**src/rtl/sram_read_arbiter_pkg.sv**
```systemverilog
// ---------------------------------------------------------------------------
// tron_sram_pkg
// Shared types and constants for the SRAM read-side arbitration logic.
//   SRAM_AW       : word address width of the SRAM controller port
//   SRAM_DW       : data width of one SRAM word
//   TIMEOUT_DATA  : word returned to a client when its access times out
//   arb_state_t   : arbiter FSM state encoding
// ---------------------------------------------------------------------------
package tron_sram_pkg;

    localparam int SRAM_AW = 20;
    localparam int SRAM_DW = 16;

    localparam logic [SRAM_DW-1:0] TIMEOUT_DATA = 16'h0000;

    typedef enum logic [1:0] {
        IDLE  = 2'd0,
        ISSUE = 2'd1,
        WAIT  = 2'd2,
        DRAIN = 2'd3
    } arb_state_t;

endpackage

```
**src/rtl/sram_read_arbiter_if.sv**
```systemverilog
// ---------------------------------------------------------------------------
// sram_read_arbiter_if
// Bundles the client request/response bus and the controller read port of the
// SRAM read arbiter.
//   req / req_addr        : per-client level request + word address
//   rsp_valid / rsp_data  : one-hot response pulse + returned word
//   rsp_err               : response came from the watchdog, not the SRAM
//   busy                  : arbiter is in any state other than IDLE
//   mem_read / mem_addr   : controller Read strobe and addr_in
//   mem_done / mem_data   : controller done_r and OUTPUT_DATA
// Modports:
//   slave  : the arbiter itself
//   master : the environment (clients + SRAM controller)
//
// Handshake: a client raises req[i] with a stable req_addr[i] and holds both
// until it sees rsp_valid[i] for one cycle; it must drop or change req[i] the
// cycle after. The arbiter raises mem_read for exactly one cycle per access
// with mem_addr already stable, and accepts mem_data in the cycle mem_done=1.
// ---------------------------------------------------------------------------
interface sram_read_arbiter_if #(
    parameter int NUM_REQ = 3
);
    import tron_sram_pkg::*;

    logic [NUM_REQ-1:0]              req;
    logic [NUM_REQ-1:0][SRAM_AW-1:0] req_addr;
    logic [NUM_REQ-1:0]              rsp_valid;
    logic [SRAM_DW-1:0]              rsp_data;
    logic                            rsp_err;
    logic                            busy;
    logic                            mem_read;
    logic [SRAM_AW-1:0]              mem_addr;
    logic                            mem_done;
    logic [SRAM_DW-1:0]              mem_data;

    modport slave (
        input  req, req_addr, mem_done, mem_data,
        output rsp_valid, rsp_data, rsp_err, busy, mem_read, mem_addr
    );

    modport master (
        output req, req_addr, mem_done, mem_data,
        input  rsp_valid, rsp_data, rsp_err, busy, mem_read, mem_addr
    );

endinterface

```
**src/rtl/sram_read_arbiter_rr_pick.sv**
```systemverilog
// ---------------------------------------------------------------------------
// rr_pick
// Combinational round-robin picker: returns the first set request bit at or
// after rr_ptr_i, scanning upward and wrapping at NUM_REQ.
//   req_i      : request vector
//   rr_ptr_i   : index with highest priority this round (0..NUM_REQ-1)
//   grant_id_o : index of the selected requester (0 when none)
//   any_o      : at least one request bit is set
// ---------------------------------------------------------------------------
module rr_pick #(
    parameter int NUM_REQ = 3,
    localparam int GW = (NUM_REQ > 1) ? $clog2(NUM_REQ) : 1
) (
    input  logic [NUM_REQ-1:0] req_i,
    input  logic [GW-1:0]      rr_ptr_i,
    output logic [GW-1:0]      grant_id_o,
    output logic               any_o
);

    always_comb begin
        grant_id_o = '0;
        any_o      = 1'b0;
        for (int i = 0; i < NUM_REQ; i++) begin
            int idx;
            idx = int'(rr_ptr_i) + i;
            if (idx >= NUM_REQ) begin
                idx = idx - NUM_REQ;
            end
            // First hit wins; later offsets are lower priority.
            if (!any_o && req_i[GW'(idx)]) begin
                any_o      = 1'b1;
                grant_id_o = GW'(idx);
            end
        end
    end

endmodule

```
**src/rtl/sram_read_arbiter.sv**
```systemverilog
// ---------------------------------------------------------------------------
// sram_read_arbiter
// Shares the single read-only SRAM controller port between NUM_REQ fetch
// clients with round-robin grants. One controller read per grant; the address
// is held from grant until the next grant. The word returns to the granted
// client with a one-cycle rsp_valid pulse. The arbiter waits for the
// controller to drop done before re-arbitrating, and a watchdog bounds both
// the wait for done (error response) and the wait for done to clear.
// Ports:
//   Clk, Reset  : clock, synchronous active-high reset
//   bus         : sram_read_arbiter_if.slave (client and controller signals)
//   dbg_state_o : current FSM state, for observation only
// ---------------------------------------------------------------------------
module sram_read_arbiter
    import tron_sram_pkg::*;
#(
    parameter int NUM_REQ = 3,
    parameter int TIMEOUT = 15
) (
    input  logic                  Clk,
    input  logic                  Reset,
    sram_read_arbiter_if.slave    bus,
    output arb_state_t            dbg_state_o
);

    localparam int GW = $clog2(NUM_REQ);
    localparam int WW = $clog2(TIMEOUT + 1);

    arb_state_t             state_q, state_d;
    logic [GW-1:0]          grant_q, grant_d;
    logic [GW-1:0]          rr_ptr_q, rr_ptr_d;
    logic [WW-1:0]          wd_q, wd_d;
    logic                   mem_read_q, mem_read_d;
    logic [SRAM_AW-1:0]     mem_addr_q, mem_addr_d;
    logic [NUM_REQ-1:0]     rsp_valid_q, rsp_valid_d;
    logic [SRAM_DW-1:0]     rsp_data_q, rsp_data_d;
    logic                   rsp_err_q, rsp_err_d;

    logic [GW-1:0]          pick_id;
    logic                   pick_any;
    logic [WW-1:0]          wd_inc;
    logic                   wd_expired;

    rr_pick #(.NUM_REQ(NUM_REQ)) u_rr_pick (
        .req_i      (bus.req),
        .rr_ptr_i   (rr_ptr_q),
        .grant_id_o (pick_id),
        .any_o      (pick_any)
    );

    // The watchdog counts cycles spent in WAIT or DRAIN; it expires on the
    // cycle its count would reach TIMEOUT, i.e. the TIMEOUT-th cycle there.
    assign wd_inc     = wd_q + 1'b1;
    assign wd_expired = (wd_inc == WW'(TIMEOUT));

    always_comb begin
        state_d     = state_q;
        grant_d     = grant_q;
        rr_ptr_d    = rr_ptr_q;
        wd_d        = wd_q;
        mem_read_d  = 1'b0;
        mem_addr_d  = mem_addr_q;
        rsp_valid_d = '0;
        rsp_data_d  = rsp_data_q;
        rsp_err_d   = rsp_err_q;

        case (state_q)
            IDLE: begin
                if (pick_any) begin
                    grant_d    = pick_id;
                    mem_addr_d = bus.req_addr[pick_id];
                    // Registered, so Read is high during ISSUE only.
                    mem_read_d = 1'b1;
                    state_d    = ISSUE;
                end
            end
            ISSUE: begin
                wd_d    = '0;
                state_d = WAIT;
            end
            WAIT: begin
                if (bus.mem_done) begin
                    rsp_data_d           = bus.mem_data;
                    rsp_err_d            = 1'b0;
                    rsp_valid_d[grant_q] = 1'b1;
                    wd_d                 = '0;
                    state_d              = DRAIN;
                end else if (wd_expired) begin
                    rsp_data_d           = TIMEOUT_DATA;
                    rsp_err_d            = 1'b1;
                    rsp_valid_d[grant_q] = 1'b1;
                    wd_d                 = '0;
                    state_d              = DRAIN;
                end else begin
                    wd_d = wd_inc;
                end
            end
            DRAIN: begin
                // Do not re-arbitrate until the controller has left done,
                // otherwise the next Read would be missed by the controller.
                if (!bus.mem_done || wd_expired) begin
                    rr_ptr_d = (grant_q == GW'(NUM_REQ - 1)) ? '0 : grant_q + 1'b1;
                    wd_d     = '0;
                    state_d  = IDLE;
                end else begin
                    wd_d = wd_inc;
                end
            end
            default: begin
                state_d = IDLE;
            end
        endcase
    end

    always_ff @(posedge Clk) begin
        if (Reset) begin
            state_q     <= IDLE;
            grant_q     <= '0;
            rr_ptr_q    <= '0;
            wd_q        <= '0;
            mem_read_q  <= 1'b0;
            mem_addr_q  <= '0;
            rsp_valid_q <= '0;
            rsp_data_q  <= '0;
            rsp_err_q   <= 1'b0;
        end else begin
            state_q     <= state_d;
            grant_q     <= grant_d;
            rr_ptr_q    <= rr_ptr_d;
            wd_q        <= wd_d;
            mem_read_q  <= mem_read_d;
            mem_addr_q  <= mem_addr_d;
            rsp_valid_q <= rsp_valid_d;
            rsp_data_q  <= rsp_data_d;
            rsp_err_q   <= rsp_err_d;
        end
    end

    assign bus.mem_read  = mem_read_q;
    assign bus.mem_addr  = mem_addr_q;
    assign bus.rsp_valid = rsp_valid_q;
    assign bus.rsp_data  = rsp_data_q;
    assign bus.rsp_err   = rsp_err_q;
    assign bus.busy      = (state_q != IDLE);
    assign dbg_state_o   = state_q;

endmodule

```
**src/flat_wrapper.sv**
```systemverilog
// flat-port wrapper written by rule: the top's interface ports become plain ports
module sram_read_arbiter_flat import tron_sram_pkg::*;
#(
    parameter int NUM_REQ = 3,
    parameter int TIMEOUT = 15
)
  (Clk, Reset, dbg_state_o, bus_req, bus_req_addr, bus_mem_done, bus_mem_data, bus_rsp_valid, bus_rsp_data, bus_rsp_err, bus_busy, bus_mem_read, bus_mem_addr);
  sram_read_arbiter_if #(.NUM_REQ(NUM_REQ)) bus_i ();
  input  logic Clk;
  input  logic Reset;
  output arb_state_t dbg_state_o;
  input wire logic [$bits(bus_i.req)-1:0] bus_req;
  input wire logic [$bits(bus_i.req_addr)-1:0] bus_req_addr;
  input wire logic [$bits(bus_i.mem_done)-1:0] bus_mem_done;
  input wire logic [$bits(bus_i.mem_data)-1:0] bus_mem_data;
  output wire logic [$bits(bus_i.rsp_valid)-1:0] bus_rsp_valid;
  output wire logic [$bits(bus_i.rsp_data)-1:0] bus_rsp_data;
  output wire logic [$bits(bus_i.rsp_err)-1:0] bus_rsp_err;
  output wire logic [$bits(bus_i.busy)-1:0] bus_busy;
  output wire logic [$bits(bus_i.mem_read)-1:0] bus_mem_read;
  output wire logic [$bits(bus_i.mem_addr)-1:0] bus_mem_addr;
  assign bus_i.req = bus_req;
  assign bus_i.req_addr = bus_req_addr;
  assign bus_i.mem_done = bus_mem_done;
  assign bus_i.mem_data = bus_mem_data;
  assign bus_rsp_valid = bus_i.rsp_valid;
  assign bus_rsp_data = bus_i.rsp_data;
  assign bus_rsp_err = bus_i.rsp_err;
  assign bus_busy = bus_i.busy;
  assign bus_mem_read = bus_i.mem_read;
  assign bus_mem_addr = bus_i.mem_addr;
  sram_read_arbiter #(.NUM_REQ(NUM_REQ), .TIMEOUT(TIMEOUT)) u_core (.Clk(Clk), .Reset(Reset), .bus(bus_i), .dbg_state_o(dbg_state_o));
endmodule
```
**config.mk**
```make
export PLATFORM = sky130hd
export DESIGN_NAME = sram_read_arbiter_flat
export DESIGN_NICKNAME = d
export VERILOG_FILES = /design/src/rtl/sram_read_arbiter_pkg.sv /design/src/rtl/sram_read_arbiter_if.sv /design/src/rtl/sram_read_arbiter_rr_pick.sv /design/src/rtl/sram_read_arbiter.sv /design/src/flat_wrapper.sv
export SDC_FILE = /design/constraint.sdc
export NUM_CORES = 1
export LEC_CHECK = 0
export CORE_ASPECT_RATIO = 0.7
export CORE_MARGIN = 2
export CORE_UTILIZATION = 37
export DETAILED_ROUTE_END_ITERATION = 10
export PLACE_DENSITY = 0.84
export SLEW_MARGIN = 20
export SYNTH_ARGS = -nofsm -noshare
export SYNTH_HDL_FRONTEND = slang
export SYNTH_SLANG_ARGS = --single-unit
```
**constraint.sdc**
```tcl
create_clock -name Clk -period 2.15 [get_ports Clk]
set_clock_uncertainty 0.05 [all_clocks]
set_input_delay 0.215 -clock Clk [delete_from_list [all_inputs] [get_ports Clk]]
set_output_delay 0.215 -clock Clk [all_outputs]
set_load 0.05 [all_outputs]
```
==> key figures <==
Run status
  • Outcome: finished with violations
  • Failing checks: setup timing

Synth
  • Top cell type's share of synthesized area: 38.89%
  • Async S/R FF share, synth: 0%
  • Yosys cell types: 42
  • Yosys warns: 0
  • Mapped Area: 0.002625 sq mm
  • Post-synth EDFFs: 0
  • Post-synth top area cell: dfxtp_1
  • Syn Nets: 379
  • Ranking of synthesized cells by area: dfxtp_1 (39%), o221ai_2 (11%), mux2i_1 (8.4%)
  • Main synth FF type: dfxtp_1
  • Syn Inst Count: 289
  • Synthesized area per cell: 9.083 sq um
  • Sequential area share after synthesis: 38.89%
  • FF+latch count, synth: 51

CTS
  • Worst-Skew Late Latency: 0.30 ns
  • CTS tree: yes
  • H-Tree Level Count: 2
  • CTS clk-pin slew, worst paths: 0.10 ns
  • Max Root-Sink Buffers: 2
  • CTS Root Cell: clkbuf_8
  • CTS Buf Count: 5
  • Clk sink count: 51
  • Post-CTS Hold Fix Bufs: 0

Drt
  • Post-Route WL: 9248 microns
  • Total number of vias: 2830
  • 1st-iter DRT viols: 136
  • Via density: 5.421
  • Drt pass-1 iters: 4
  • Drt wl/cell: 17.72 microns
  • Post-route ant nets: 0
  • DRC Markers: 0

Timing
  • Min cycle time layout: 2.218 ns
  • Slew headroom: 58.46%
  • RSZ-0062 raised after global routing: true
  • Tcrit/Tclk final: 103.2%
  • Max Transition Viols Final: 0
  • Slew @ Worst Pin: 0.6224 ns
  • Final setup violation count: 16
  • WHS: 0.4193 ns
  • Final Hold Fails: 0
  • Fin worst setup slack: -0.06846 ns
  • Highest clock rate: 450.8 MHz

Worst setup path
  • FF-to-FF setup slack: -0.07 ns
  • Crit path from: u_core.rr_ptr_q[1]
  • Critical-path cell list: ha_4 > o21bai_4 > a32oi_2 > nand2_2 > or4_4 > buf_6 > buf_16 > o221ai_2
  • Setup CP Type: flop to flop
  • CP max stage cell: or4_4
  • Critical path arrival: 2.40 ns
  • Startpoint Class: flop
  • Largest stage delay, worst path: 0.53 ns
  • RR Startpoint: u_core.rr_ptr_q[1]
  • Worst Setup End Kind: flop
  • CP Max Fanout: 5
  • Worst r2r path cells: 8
  • Critical Path RT: 2.33 ns

Cells and area
  • Multi-input combinational cell area: 0.001618 sq mm
  • Final Non-Filler Cells: 522
  • NumNets Final: 518
  • Diode count: 0
  • Share of layout cells above drive strength 1: 19.86%
  • Syn-to-layout area delta: 70.83%
  • Fill count: 517
  • FF+latch area: 0.001031 sq mm

Global routing
  • Antenna violations before repair: 0
  • First-pass GRT wire length: 12530 microns
  • Grt met1 use: 24.71%
  • Met3 usage: 3.856%
  • GRT overflow: 0
  • GR peak layer: met2
  • Vias in the first global route: 2609
  • Largest net degree at the start of global routing: 41
  • Total GRT Usage: 19.76%
  • Met2 GRT Util: 35.29%

Placement
  • DP HPWL: 5918 microns
  • Post-place setup slack: -0.1189 ns
  • PortBufs: 125
  • Final GP Congestion: 0.8336
  • Placed Instances: 504

Floorplan
  • Core area: 0.006819 sq mm
  • Top Ports: 126
  • Die Y: 74.47 microns
  • Die span in x: 104.7 microns
  • # rows: 25
  • Die Area: 0.007795 sq mm
  • Initial core utilization: 38.50%

Power
  • Power per cell area: 981.5 mW/mm^2
  • Post-layout total power: 4.402 mW
  • Peak VDD IR: 570.2 uV
  • Leakage: 1.597 nW

Min path
  • Min-delay src: bus_mem_data[1]
  • WHS Path Cells: 3
  • HP Class: input pin to flop

Flow run
  • Max Cap Violations: 0
-- cell families after synthesis --
logic type	synth area share [%]
compound gates	25.55
simple gates	17.02
mux	8.389
buf+inv	5.958
fa+ha+maj	4.195
flops	38.89
-- sequential cells by signal (all words and copies together) (netlist names) --
signal	cells
u_core.bus.rsp_data	16
u_core.bus.mem_read	1
u_core.bus.mem_addr	20
u_core.bus.rsp_valid	3
u_core.rr_ptr_q	2
u_core.dbg_state_o	2
u_core.grant_q	2
u_core.bus.rsp_err	1
u_core.wd_q	4
-- synthesized netlist by cell type (3+ instances only) --
| cell type | count |
|---|---|
| a21oi_1 | 25 |
| buf_2 | 5 |
| clkbuf_1 | 15 |
| dfxtp_1 | 51 |
| ha_1 | 8 |
| inv_1 | 13 |
| mux2i_1 | 22 |
| nand2_1 | 41 |
| nand3_1 | 3 |
| nand4_1 | 20 |
| nor2_1 | 5 |
| nor2b_1 | 3 |
| o21ai_0 | 22 |
| o221ai_2 | 20 |
-- critical path, delay by kind of cell, from the launching register on --
family / cells / cell delay, ns
simple gates: 2 / 0.61
compound gates: 3 / 0.58
flops: 1 / 0.35
buf+inv: 2 / 0.31
fa+ha+maj: 1 / 0.26
-- layout make-up --
| cell class | instances | share of cell area, % |
|---|---|---|
| multi-input combinational | 202 | 36.08 |
| tap | 94 | 2.623 |
| inverter | 14 | 1.256 |
| timing repair buffer | 154 | 35.35 |
| clock buffer | 7 | 1.702 |
| sequential | 51 | 22.99 |
-- timing repair --
action,in CTS,in global routing
pin swaps,23,11
cloned,3,3
gates resized for setup,14,20
buffers inserted,5,2
endpoints found under the setup margin,20,23
-- power by group --
| part | internal, mW | switching [mW] | total [mW] |
|---|---|---|---|
| clock | 0.225 | 0.311 | 0.536 |
| sequential | 1.14 | 0.115 | 1.26 |
| combinational | 1.05 | 1.56 | 2.61 |
-- metrics by stage --
| stage | cell area, sq um | setup TNS (ns) | util, % |
|---|---|---|---|
| detailed placement | 4095 | -1.624 | 60.06 |
| floorplan | 2649 | 0 | - |
| global route | 4484 | -1.430 | 65.76 |
| global placement | 4095 | -0.8986 | 60.06 |
| finish | 4484 | -0.5865 | 65.76 |
| CTS | 4342 | -0.5305 | 63.67 |
-- cells in the final DEF (no fill, tap or decap), types with 2 or more instances in the layout --
cell,netlist,routed
dfxtp_1,51,47
inv_2,0,2
a31oi_1,2,2
buf_4,0,19
o221ai_2,20,19
nand2b_1,2,2
buf_12,0,2
clkbuf_1,15,2
nor2b_1,3,3
ha_1,8,6
nor4b_1,2,2
o21a_1,2,2
nor3b_1,2,2
mux2i_1,22,14
o21ai_0,22,22
mux2i_4,0,7
a21oi_2,0,2
dfxtp_2,0,2
nand4_1,20,20
nor3_1,2,2
a21oi_1,25,23
o221ai_4,0,2
clkbuf_16,0,2
buf_16,0,2
nand2_1,41,41
inv_1,13,10
clkdlybuf4s50_1,0,124
dfxtp_4,0,2
clkbuf_8,0,5
buf_6,2,5
nor2_1,5,4
nand3_1,3,3
-- final timing paths --
check                                               end
worst max-delay path             u_core.bus.mem_addr[6]
worst min-delay path             u_core.bus.rsp_data[1]
worst min register to register  u_core.bus.rsp_data[15]
worst max register to register   u_core.bus.mem_addr[6]
-- per-layer routing --
layer | part of all wire (%) | routed length (microns)
met3 | 5.6 | 517
met5 | 0 | 0
met2 | 52 | 4782
met1 | 41 | 3798
met4 | 1.6 | 150
Power figures use the tool's default switching activity.
